## src/rtl/alu_ctrl_pipe.sv

```systemverilog
// alu_ctrl_pipe: ALU select decoder with ID/EX control register and multi-cycle mult/div sequencer
// Ports:
//   clk, rst_n        core clock, asynchronous active-low reset
//   id_valid          ID holds a real instruction
//   aluop, func       main-decoder ALU op and R-type function field
//   stall_in, flush   hazard-unit hold and branch/jump kill of EX
//   ex_valid, ex_alusel, ex_illegal   registered ID/EX control
//   stall_out         combinational multi-cycle stall request
//   mdu_busy, mdu_op  sequencer busy flag and op (0 mult, 1 div)
//   hilo_we           one-cycle HI/LO write pulse
module alu_ctrl_pipe #(
  parameter int MUL_CYCLES = 4,
  parameter int DIV_CYCLES = 32,
  parameter bit ENABLE_MDU = 1'b1
) (
  input  logic       clk,
  input  logic       rst_n,
  input  logic       id_valid,
  input  logic [3:0] aluop,
  input  logic [5:0] func,
  input  logic       stall_in,
  input  logic       flush,
  output logic       ex_valid,
  output logic [3:0] ex_alusel,
  output logic       ex_illegal,
  output logic       stall_out,
  output logic       mdu_busy,
  output logic       mdu_op,
  output logic       hilo_we
);
  typedef enum logic [1:0] {IDLE, BUSY, DONE} state_t;
  localparam logic [7:0] MUL_LAT = 8'(MUL_CYCLES - 1);
  localparam logic [7:0] DIV_LAT = 8'(DIV_CYCLES - 1);
  state_t state, state_nx;
  logic [7:0] cnt, cnt_nx;
  logic [3:0] sel;
  logic illegal, mdu_start, ex_load, done_flag, done_nx, op_nx;
  always_comb begin
    sel = 4'd0;
    if (aluop == 4'b0000)
      case (func)
        6'b100000: sel = 4'd1;
        6'b100010: sel = 4'd2;
        6'b101010: sel = 4'd3;
        6'b100100: sel = 4'd4;
        6'b100101: sel = 4'd5;
        6'b100110: sel = 4'd10;
        6'b100111: sel = 4'd11;
        6'b000000: sel = 4'd12;
        6'b000010: sel = 4'd13;
        6'b011000: sel = ENABLE_MDU ? 4'd14 : 4'd0;
        6'b011010: sel = ENABLE_MDU ? 4'd15 : 4'd0;
        default:   sel = 4'd0;
      endcase
    else
      case (aluop)
        4'b0011: sel = 4'd6;
        4'b1011: sel = 4'd7;
        4'b0100: sel = 4'd8;
        4'b0010: sel = 4'd9;
        default: sel = 4'd0;
      endcase
  end
  // select 0 is never a legal encoding, so it doubles as the illegal marker
  assign illegal = sel == 4'd0;
  // done_flag blocks a second start while a finished mult/div is held in EX
  assign mdu_start = ENABLE_MDU && ex_valid && ex_alusel[3:1] == 3'b111 && state == IDLE && !done_flag;
  assign stall_out = mdu_start || state == BUSY;
  assign ex_load = !flush && !stall_in && !stall_out;
  assign mdu_busy = state == BUSY;
  assign hilo_we = state == DONE;
  always_ff @(posedge clk or negedge rst_n)
    if (!rst_n) begin
      ex_valid <= 1'b0;
      ex_alusel <= 4'd0;
      ex_illegal <= 1'b0;
    end else if (flush) begin
      ex_valid <= 1'b0;
      ex_alusel <= 4'd0;
      ex_illegal <= 1'b0;
    end else if (ex_load) begin
      ex_valid <= id_valid;
      ex_alusel <= sel;
      ex_illegal <= illegal && id_valid;
    end
  always_comb begin
    state_nx = state;
    cnt_nx = cnt;
    op_nx = mdu_op;
    case (state)
      IDLE: begin
        state_nx = mdu_start ? BUSY : IDLE;
        cnt_nx = mdu_start ? (ex_alusel[0] ? DIV_LAT : MUL_LAT) : cnt;
        op_nx = mdu_start ? ex_alusel[0] : mdu_op;
      end
      BUSY: begin
        state_nx = cnt == 8'd0 ? DONE : BUSY;
        cnt_nx = cnt == 8'd0 ? 8'd0 : cnt - 8'd1;
      end
      DONE:    state_nx = IDLE;
      default: state_nx = IDLE;
    endcase
    if (flush) begin
      state_nx = IDLE;
      cnt_nx = 8'd0;
    end
    // a load at the DONE edge moves the op out of EX, so clearing wins over setting
    done_nx = (flush || ex_load) ? 1'b0 : (state == DONE ? 1'b1 : done_flag);
  end
  always_ff @(posedge clk or negedge rst_n)
    if (!rst_n) begin
      state <= IDLE;
      cnt <= 8'd0;
      mdu_op <= 1'b0;
      done_flag <= 1'b0;
    end else begin
      state <= state_nx;
      cnt <= cnt_nx;
      mdu_op <= op_nx;
      done_flag <= done_nx;
    end
endmodule

```

## config.mk

```make
export PLATFORM = sky130hd
export DESIGN_NAME = alu_ctrl_pipe
export DESIGN_NICKNAME = d
export VERILOG_FILES = /design/src/rtl/alu_ctrl_pipe.sv
export SDC_FILE = /design/constraint.sdc
export NUM_CORES = 1
export LEC_CHECK = 0
export BUFFER_PORTS_ARGS = -buffer_cell sky130_fd_sc_hd__buf_2
export CORE_ASPECT_RATIO = 1.75
export CORE_MARGIN = 2
export CORE_UTILIZATION = 48
export DETAILED_ROUTE_END_ITERATION = 6
export HOLD_SLACK_MARGIN = 0.1
export PLACE_DENSITY = 0.86
export RECOVER_POWER = 25
export SLEW_MARGIN = 25
export SYNTH_ARGS = -nofsm -noshare
export SYNTH_HDL_FRONTEND = slang
export SYNTH_SLANG_ARGS = --single-unit
```

## constraint.sdc

```tcl
create_clock -name clk -period 1.6 [get_ports clk]
set_input_delay 0.24 -clock clk [delete_from_list [all_inputs] [get_ports clk]]
set_output_delay 0.24 -clock clk [all_outputs]
set_load 0.005 [all_outputs]
```

==> results.sh, run 1 <==
export IMPL_post_synth_top_count_cell="dfrtp_1"
export IMPL_worstSetupEndpoint="cnt[7]"
export IMPL_clk_path_buf_depth=2
export IMPL_num_rows=23
export IMPL_ys_top_cells_by_area="dfrtp_1, a21oi_1, o21ai_0"
export IMPL_finalCritPeriodShare_pct=103
export IMPL_grt_pass1_vias=1168
export IMPL_cp_start_kind="flop"
export IMPL_netlist_top_cells_count="dfrtp_1, a21oi_1, nand2_1, nor2_1, o21ai_0"
export IMPL_tightest_slew_ns=1.00
export IMPL_arrival_ns=1.82
export IMPL_cts_htree_levels=1
export IMPL_ys_seq_area_share_pct=39.2
export IMPL_fmax_ghz=0.606
export IMPL_hold_class="input port to flop"
export IMPL_synthDistinctLibCells=45
export IMPL_synth_edf_count=0
export IMPL_irDropWorstVdd_mv=0.479
export IMPL_dpl_cell_count=187
export IMPL_cts_root_buf="clkbuf_8"
export IMPL_path_max_fanout=6
export IMPL_hold_viol_final=0
export IMPL_violations="setup timing"
export IMPL_syn_nets=148
export IMPL_min_period_ns=1.65
export IMPL_detail_route_wirelength_mm=3.26
export IMPL_drc=0
export IMPL_syn_inst=131
export IMPL_dp_hpwl_mm=2.33
export IMPL_utilization_pct=69.1
export IMPL_r2r_end="cnt[7]"
export IMPL_netlist_area_um2=1150
export IMPL_multi_input_area_um2=743
export IMPL_rr_startpoint="cnt[0]"
export IMPL_yosysTopAreaCell="dfrtp_1"
export IMPL_drtAntennaViolNets=0
export IMPL_slew_limit_headroom_pct=33.2
export IMPL_grt_use_total_pct=26.4
export IMPL_cts_buffers=3
export IMPL_nets=194
export IMPL_ios=25
export IMPL_setup_viol=3
export IMPL_cap_violations=0
export IMPL_dieHeight_um=68.7
export IMPL_io_buffers=24
export IMPL_synth_main_ff_cell="dfrtp_1"
export IMPL_avgSynthCellArea_um2=8.77
export IMPL_crit_type="flop to flop"
export IMPL_avgRoutedWirePerCell_um=16.2
export IMPL_cp_required_ns=1.78
export IMPL_core_area_um2=2270
export IMPL_holdWs_ns=0.229
export IMPL_grt_pass1_wl_mm=5.04
export IMPL_synth_top_area_share_pct=39.2
export IMPL_end_kind="flop"
export IMPL_seqCellArea_um2=450
export IMPL_fp_dieArea_um2=2820
export IMPL_clk_latency_ns=0.27
export IMPL_cellPowerDensity_nw_per_um2=613
export IMPL_initial_core_util_pct=50.5
export IMPL_synth_async_sr_flop_share_pct=100
export IMPL_path_clk_slew_ns=0.07
export IMPL_p_total_mw=0.963
export IMPL_synth_seq_cells=18
export IMPL_globalRoute_totalOverflow=0
export IMPL_grt_max_degree=19
export IMPL_cts_tree="yes"
export IMPL_rsz0062_at_grt="true"
export IMPL_critPathLaunch="cnt[0]"
export IMPL_r2r_cells=6
export IMPL_reg2reg_slack_ns=-0.05
export IMPL_die_w_um=41.0
export IMPL_drive_above_1_share_pct=37.5
export IMPL_fillers=170
export IMPL_gp_routability_congestion=0.801
export IMPL_antenna_diode_count=0
export IMPL_syn2layout_area_growth_pct=36.7
export IMPL_vias=1218
export IMPL_viasPerCell=6.06
export IMPL_antenna_found_initial=0
export IMPL_status="finished with violations"
export IMPL_finClkSkew_ns=0.00304
export IMPL_worst_slack_ns=-0.0489
export IMPL_slew_viol_final=0
export IMPL_p_leak_nw=0.775
export IMPL_instances_no_fill=201
export IMPL_clkSinkCount=18
export IMPL_drtIter0Drc=33
export IMPL_synth_warnings=0
export IMPL_drt_first_pass_iters=4
## worst min path at each step
| stage | start | depth (start not counted) | to |
|---|---|---|---|
| 6_report | id_valid | 3 | ex_valid |
| 5_1_grt | id_valid | 3 | ex_valid |
| 4_1_cts | id_valid | 3 | ex_valid |
| 3_5_place_dp | rst_n | 1 | cnt[6] |
| 3_3_place_gp | rst_n | 1 | cnt[6] |
| 2_1_floorplan | rst_n | 0 | cnt[0] |
## metrics by stage
| stage | setup WS [ns] | instance area (um^2) | setup TNS, ns |
|---|---|---|---|
| after global placement | -0.0257 | 1370 | -0.0284 |
| after floorplan | 0.00165 | 1150 | 0 |
| after global routing | -0.149 | 1570 | -0.828 |
| final | -0.0489 | 1570 | -0.120 |
| after CTS | -0.0437 | 1490 | -0.0963 |
| after detailed placement | -0.100 | 1370 | -0.313 |
## where the power goes
group | switching [mW] | internal [mW] | total, mW | leakage [nW]
sequential | 0.00355 | 0.460 | 0.464 | 0.250
clock | 0.166 | 0.220 | 0.386 | 0.0288
combinational | 0.0669 | 0.0461 | 0.113 | 0.496
total | 0.237 | 0.726 | 0.963 | 0.775
## routing by layer
layer	share of wire [%]	vias to the layer above	GRT usage (%)
li1	-	581	-
met2	60	33	49.2
met3	2.8	10	2.88
met1	35	594	26.4
met4	2.1	0	12.5
met5	0	-	0
## layout make-up
cell class              count  area share (%)
clock buffers               4            3.51
flip-flops and latches     18            28.7
well taps                  25            1.99
repair buffers             43            17.1
inverters                   6            1.43
multi-input cells         105            47.3
## sequential cells by signal, indices dropped and copies added (netlist names)
name and cells:
ex_alusel 4, cnt 8, ex_illegal 1, done_flag 1
state 2, ex_valid 1, mdu_op 1
## logic make-up (layout without fill, tap and decap cells)
kind of cell / after synthesis / in the layout / share of synthesized area [%]
mux: 2 / 2 / 1.85
fa+ha+maj: 2 / 2 / 2.18
buf+inv: 8 / 53 / 2.72
compound gates: 50 / 50 / 28.9
flops: 18 / 18 / 39.2
xor+xnor: 1 / 1 / 0.763
simple gates: 50 / 50 / 24.4
## timing repair
item,CTS,global route
pin swaps,6,3
endpoints found under the setup margin,7,17
setup buffers,3,6
endpoints found under the hold margin,18,0
hold buffers,1,0
gates resized for setup,13,7
## worst max-delay path, stage by stage, from the launching register on
cell	delay, ns
dfrtp_1	0.36
inv_2	0.08
ha_4	0.16
nor4b_4	0.13
a2111o_1	0.45
buf_4	0.17
o31ai_1	0.21
## cells in the final DEF, fill, tap and decap left out, drive strengths merged, types with 2 or more instances in the layout
| master | instances |
|---|---|
| nand3 | 4 |
| o21a | 2 |
| nor3 | 2 |
| a211oi | 2 |
| nor4b | 2 |
| or3 | 2 |
| nor2 | 12 |
| o21ai | 13 |
| a21oi | 13 |
| a31oi | 2 |
| clkbuf | 5 |
| dfrtp | 18 |
| a21o | 7 |
| ha | 2 |
| o31ai | 2 |
| nand4b | 3 |
| nand2 | 12 |
| inv | 6 |
| nand2b | 3 |
| buf | 41 |
(Power assumes the default switching activity.)
==> run 2: changes to the inputs <==
- CORE_UTILIZATION: 48 -> 40
- PLACE_DENSITY: 0.86 -> 0.75
==> results.sh, run 2 (synthesis gave the netlist of run 1 again) <==
export IMPL_crit_type="flop to flop"
export IMPL_largest_reg_flops=8
export IMPL_grt_pass1_wl_mm=5.24
export IMPL_hold_class="input port to flop"
export IMPL_arrival_ns=1.79
export IMPL_stdcell_area_um2=1550
export IMPL_min_period_ns=1.65
export IMPL_antenna_diode_count=0
export IMPL_drt_first_pass_iters=4
export IMPL_drtIter0Drc=21
export IMPL_finalCritPeriodShare_pct=103
export IMPL_ios=25
export IMPL_p_leak_nw=0.769
export IMPL_drive_above_1_share_pct=38.3
export IMPL_dieHeight_um=74.9
export IMPL_holdWs_ns=0.246
export IMPL_hold_viol_final=0
export IMPL_slew_viol_final=0
export IMPL_rsz0062_at_grt="true"
export IMPL_cts_htree_levels=1
export IMPL_die_w_um=44.5
export IMPL_globalRoute_totalOverflow=0
export IMPL_top_regs="cnt: 8 flops, ex_alusel: 4 flops, state: 2 flops"
export IMPL_gp_routability_congestion=0.845
export IMPL_syn2layout_area_growth_pct=34.7
export IMPL_placed_area_um2=1350
export IMPL_core_area_um2=2720
export IMPL_drtAntennaViolNets=0
export IMPL_nets=193
export IMPL_cts_tree="yes"
export IMPL_grt_pass1_vias=1229
export IMPL_setup_viol=3
export IMPL_path_max_fanout=4
export IMPL_clk_path_buf_depth=2
export IMPL_cp_required_ns=1.74
export IMPL_violations="setup timing"
export IMPL_cp_start_kind="flop"
export IMPL_final_cell_mix="buf_2, dfrtp_1, buf_4, a21oi_1, nand2_1"
export IMPL_instances_no_fill=202
export IMPL_fmax_ghz=0.607
export IMPL_viasPerCell=6.06
export IMPL_clk_latency_ns=0.26
export IMPL_irDropWorstVdd_mv=0.373
export IMPL_fp_dieArea_um2=3330
export IMPL_cellPowerDensity_nw_per_um2=615
export IMPL_cts_root_buf="clkbuf_8"
export IMPL_io_buffers=24
export IMPL_vias=1225
export IMPL_dp_hpwl_mm=2.31
export IMPL_dpl_cell_count=186
export IMPL_slew_limit_headroom_pct=33.6
export IMPL_grt_use_total_pct=21.3
export IMPL_status="finished with violations"
export IMPL_clkSinkCount=18
export IMPL_top_register="cnt"
export IMPL_r2r_cells=7
export IMPL_final_common_cell="buf_2"
export IMPL_antenna_found_initial=0
export IMPL_grt_max_degree=19
export IMPL_fillers=244
export IMPL_worst_slack_ns=-0.0482
export IMPL_drc=0
export IMPL_num_rows=25
export IMPL_cap_violations=0
export IMPL_path_clk_slew_ns=0.07
export IMPL_end_kind="flop"
export IMPL_finClkSkew_ns=0.00625
export IMPL_initial_core_util_pct=42.2
export IMPL_detail_route_wirelength_mm=3.12
export IMPL_cts_buffers=3
export IMPL_tightest_slew_ns=0.996
export IMPL_avgRoutedWirePerCell_um=15.5
export IMPL_hold_depth=3
[run 2: cell types whose count changed in the layout (fill, tap and decap cells not counted), sizes merged]
cell and delta:
buf -1
[run 2: metal layers]
layer / GRT usage, % / routed length (um) / vias to the layer above
li1: - / - / 582
met1: 21.3 / 1110 / 593
met2: 39.1 / 1750 / 39
met3: 2.88 / 150 / 11
met4: 13.8 / 113 / 0
met5: 0 / 0 / -
[run 2: per-stage QoR]
stage               TNS (ns)  util, %  setup slack (ns)  power, mW
global placement    -0.00932     49.4          -0.00932      0.575
floorplan                  0        -           0.00165      0.520
CTS                   -0.114     53.6           -0.0403      0.958
global route          -0.585     56.9            -0.116      0.995
finish               -0.0624     56.9           -0.0482      0.951
detailed placement    -0.458     49.4            -0.129      0.580
[run 2: what timing repair did]
item,in CTS,in global routing
resized for setup,9,12
hold endpoints to repair,18,0
endpoints found under the setup margin,7,15
pin swaps,7,6
buffers inserted,3,8
hold buffers,1,0
[run 2: path summary, 6_finish.rpt]
| check | start | endpoint | slack, ns |
|---|---|---|---|
| setup / recovery | cnt[0] | cnt[6] | -0.05 |
| hold / removal | id_valid | ex_valid | 0.25 |
| setup reg to reg | cnt[0] | cnt[6] | -0.05 |
| hold reg to reg | mdu_op | mdu_op | 0.50 |
| max in group asynchronous | rst_n | cnt[3] | 0.33 |
| min in group asynchronous | rst_n | cnt[6] | 0.66 |
[run 2: layout make-up]
cell class	instances	area [um^2]	area share (%)
tap	27	33.8	2.18
clock buffer	4	55.1	3.56
inverter	6	22.5	1.46
timing repair buffer	42	256	16.6
sequential	18	450	29.1
multi-input combinational	105	729	47.1
[run 2: critical path, cell delays in order (launching register included)]
cell	delay, ns
dfrtp_1	0.39
inv_2	0.09
ha_1	0.17
or4b_4	0.47
nor2_1	0.15
nor2_2	0.06
o21ai_2	0.12
o41ai_2	0.08
[run 2: report_power, final]
part / internal (mW) / switching [mW]
Sequential: 0.460 / 0.00389
Clock: 0.219 / 0.154
Combinational: 0.0470 / 0.0672
==> run 3: changes to the inputs <==
- ABC_CLOCK_PERIOD_IN_PS: default -> 1600
- REMOVE_ABC_BUFFERS: default -> 1
- SKIP_CTS_REPAIR_TIMING: default -> 1
==> results.sh, run 3 (synthesis gave the netlist of run 1 again) <==
export IMPL_clk_path_buf_depth=2
export IMPL_rr_startpoint="cnt[1]"
export IMPL_r2r_cells=6
export IMPL_grt_pass1_vias=1158
export IMPL_p_total_mw=0.947
export IMPL_final_common_cell="buf_2"
export IMPL_irDropWorstVdd_mv=0.337
export IMPL_fp_dieArea_um2=3330
export IMPL_drtIter0Drc=27
export IMPL_rsz0062_at_grt="true"
export IMPL_cts_htree_levels=1
export IMPL_worst_path_largest_cell_delay_ns=0.49
export IMPL_fmax_ghz=0.600
export IMPL_antenna_diode_count=0
export IMPL_dieHeight_um=74.9
export IMPL_drive_above_1_share_pct=36.3
export IMPL_top_regs="cnt: 8 flops, ex_alusel: 4 flops, state: 2 flops"
export IMPL_initial_core_util_pct=42.2
export IMPL_dp_hpwl_mm=2.26
export IMPL_hold_viol_final=0
export IMPL_cp_required_ns=1.80
export IMPL_path_delay_family="simple AND/OR/NAND/NOR gates"
export IMPL_min_period_ns=1.67
export IMPL_hold_class="input port to flop"
export IMPL_largest_reg_flops=8
export IMPL_io_buffers=24
export IMPL_cp_num_buf_inv=2
export IMPL_nets=189
export IMPL_ios=25
export IMPL_hold_depth=3
export IMPL_violations="setup timing"
export IMPL_viasPerCell=5.97
export IMPL_cp_start_kind="flop"
export IMPL_path_clk_slew_ns=0.07
export IMPL_top_register="cnt"
export IMPL_cts_tree="yes"
export IMPL_finalCritPeriodShare_pct=104
export IMPL_crit_type="flop to flop"
export IMPL_vias=1182
export IMPL_slew_viol_final=0
export IMPL_drc=0
export IMPL_stdcell_area_um2=1520
export IMPL_syn2layout_area_growth_pct=32.0
export IMPL_end_kind="flop"
export IMPL_num_rows=25
export IMPL_setup_viol=6
export IMPL_detail_route_wirelength_mm=2.94
export IMPL_cts_root_buf="clkbuf_8"
export IMPL_clkSinkCount=18
export IMPL_grt_max_degree=19
export IMPL_cts_buffers=3
export IMPL_grt_pass1_wl_mm=4.69
export IMPL_path_max_fanout=3
export IMPL_final_cell_mix="buf_2, dfrtp_1, buf_4, a21oi_1, nand2_1"
export IMPL_worstHoldEndpoint="ex_valid"
export IMPL_cpMaxStageDelayCell="or4b_4"
export IMPL_clk_latency_ns=0.26
export IMPL_placed_area_um2=1350
export IMPL_status="finished with violations"
export IMPL_arrival_ns=1.87
export IMPL_avgRoutedWirePerCell_um=14.9
export IMPL_globalRoute_totalOverflow=0
export IMPL_drtAntennaViolNets=0
export IMPL_antenna_found_initial=0
export IMPL_r2r_end="cnt[4]"
export IMPL_cap_violations=0
export IMPL_drt_first_pass_iters=4
export IMPL_hold_path_startpoint="id_valid"
export IMPL_core_area_um2=2720
export IMPL_reg2reg_slack_ns=-0.07
export IMPL_gp_routability_congestion=0.825
export IMPL_path_cells="inv_2 -> ha_2 -> or4b_4 -> buf_4 -> a31oi_2 -> a21o_1"
export IMPL_tightest_slew_ns=0.991
export IMPL_die_w_um=44.5
export IMPL_p_leak_nw=0.748
export IMPL_grt_use_total_pct=19.1
export IMPL_worst_slack_ns=-0.0680
export IMPL_cellPowerDensity_nw_per_um2=624
export IMPL_slew_limit_headroom_pct=34.0
export IMPL_finClkSkew_ns=0.00526
export IMPL_critPathLaunch="cnt[1]"
-- run 3: changes by cell type in the layout (fill, tap and decap cells not counted), sizes merged --
cell | before | now
buf | 40 | 36
-- run 3: stage by stage --
step | setup WS [ns] | TNS [ns] | utilization [%] | hold slack [ns] | instances
global placement | -0.0800 | -0.342 | 49.7 | 0.188 | 188
CTS | -0.180 | -1.15 | 51.8 | -0.0785 | 192
finish | -0.0680 | -0.279 | 55.7 | 0.261 | 198
floorplan | -0.0385 | -0.0510 | - | -0.0556 | 129
detailed placement | -0.180 | -0.937 | 49.7 | 0.203 | 188
global route | -0.163 | -0.838 | 55.7 | 0.280 | 198
-- run 3: cell type report --
cell class                      count  area [um^2]
Clock buffer                        4         55.1
Fill cell                         250         1200
Inverter                            6         22.5
Multi-Input combinational cell    105          728
Sequential cell                    18          450
Tap cell                           27         33.8
Timing Repair Buffer               38          226
-- run 3: worst register-to-register path, stage by stage, from the launching register on --
cell and delay, ns:
dfrtp_1 0.39, inv_2 0.08, ha_2 0.17, or4b_4 0.49
buf_4 0.17, a31oi_2 0.21, a21o_1 0.11
-- run 3: worst max-delay path by stage --
stage / end / slack (ns) / cells past startpoint
after floorplan: cnt[2] / -0.04 / 7
after global placement: cnt[2] / -0.08 / 7
after detailed placement: cnt[6] / -0.18 / 7
after CTS: cnt[6] / -0.18 / 7
after global routing: cnt[6] / -0.16 / 7
final: cnt[4] / -0.07 / 6
-- run 3: per-layer routing --
metal	wire, um	share of wire, %	global-route usage [%]	up-vias
met1	1100	37	18.1	557
met3	139	4.7	3.60	10
met4	82	2.8	11.8	0
met2	1620	55	35.9	41
met5	0	0	0	-
li1	-	-	-	574
-- run 3: power breakdown --
part / internal (mW) / total, mW / switching, mW / leakage [nW]
Combinational: 0.0440 / 0.109 / 0.0651 / 0.469
Clock: 0.219 / 0.374 / 0.155 / 0.0288
Sequential: 0.460 / 0.464 / 0.00367 / 0.250
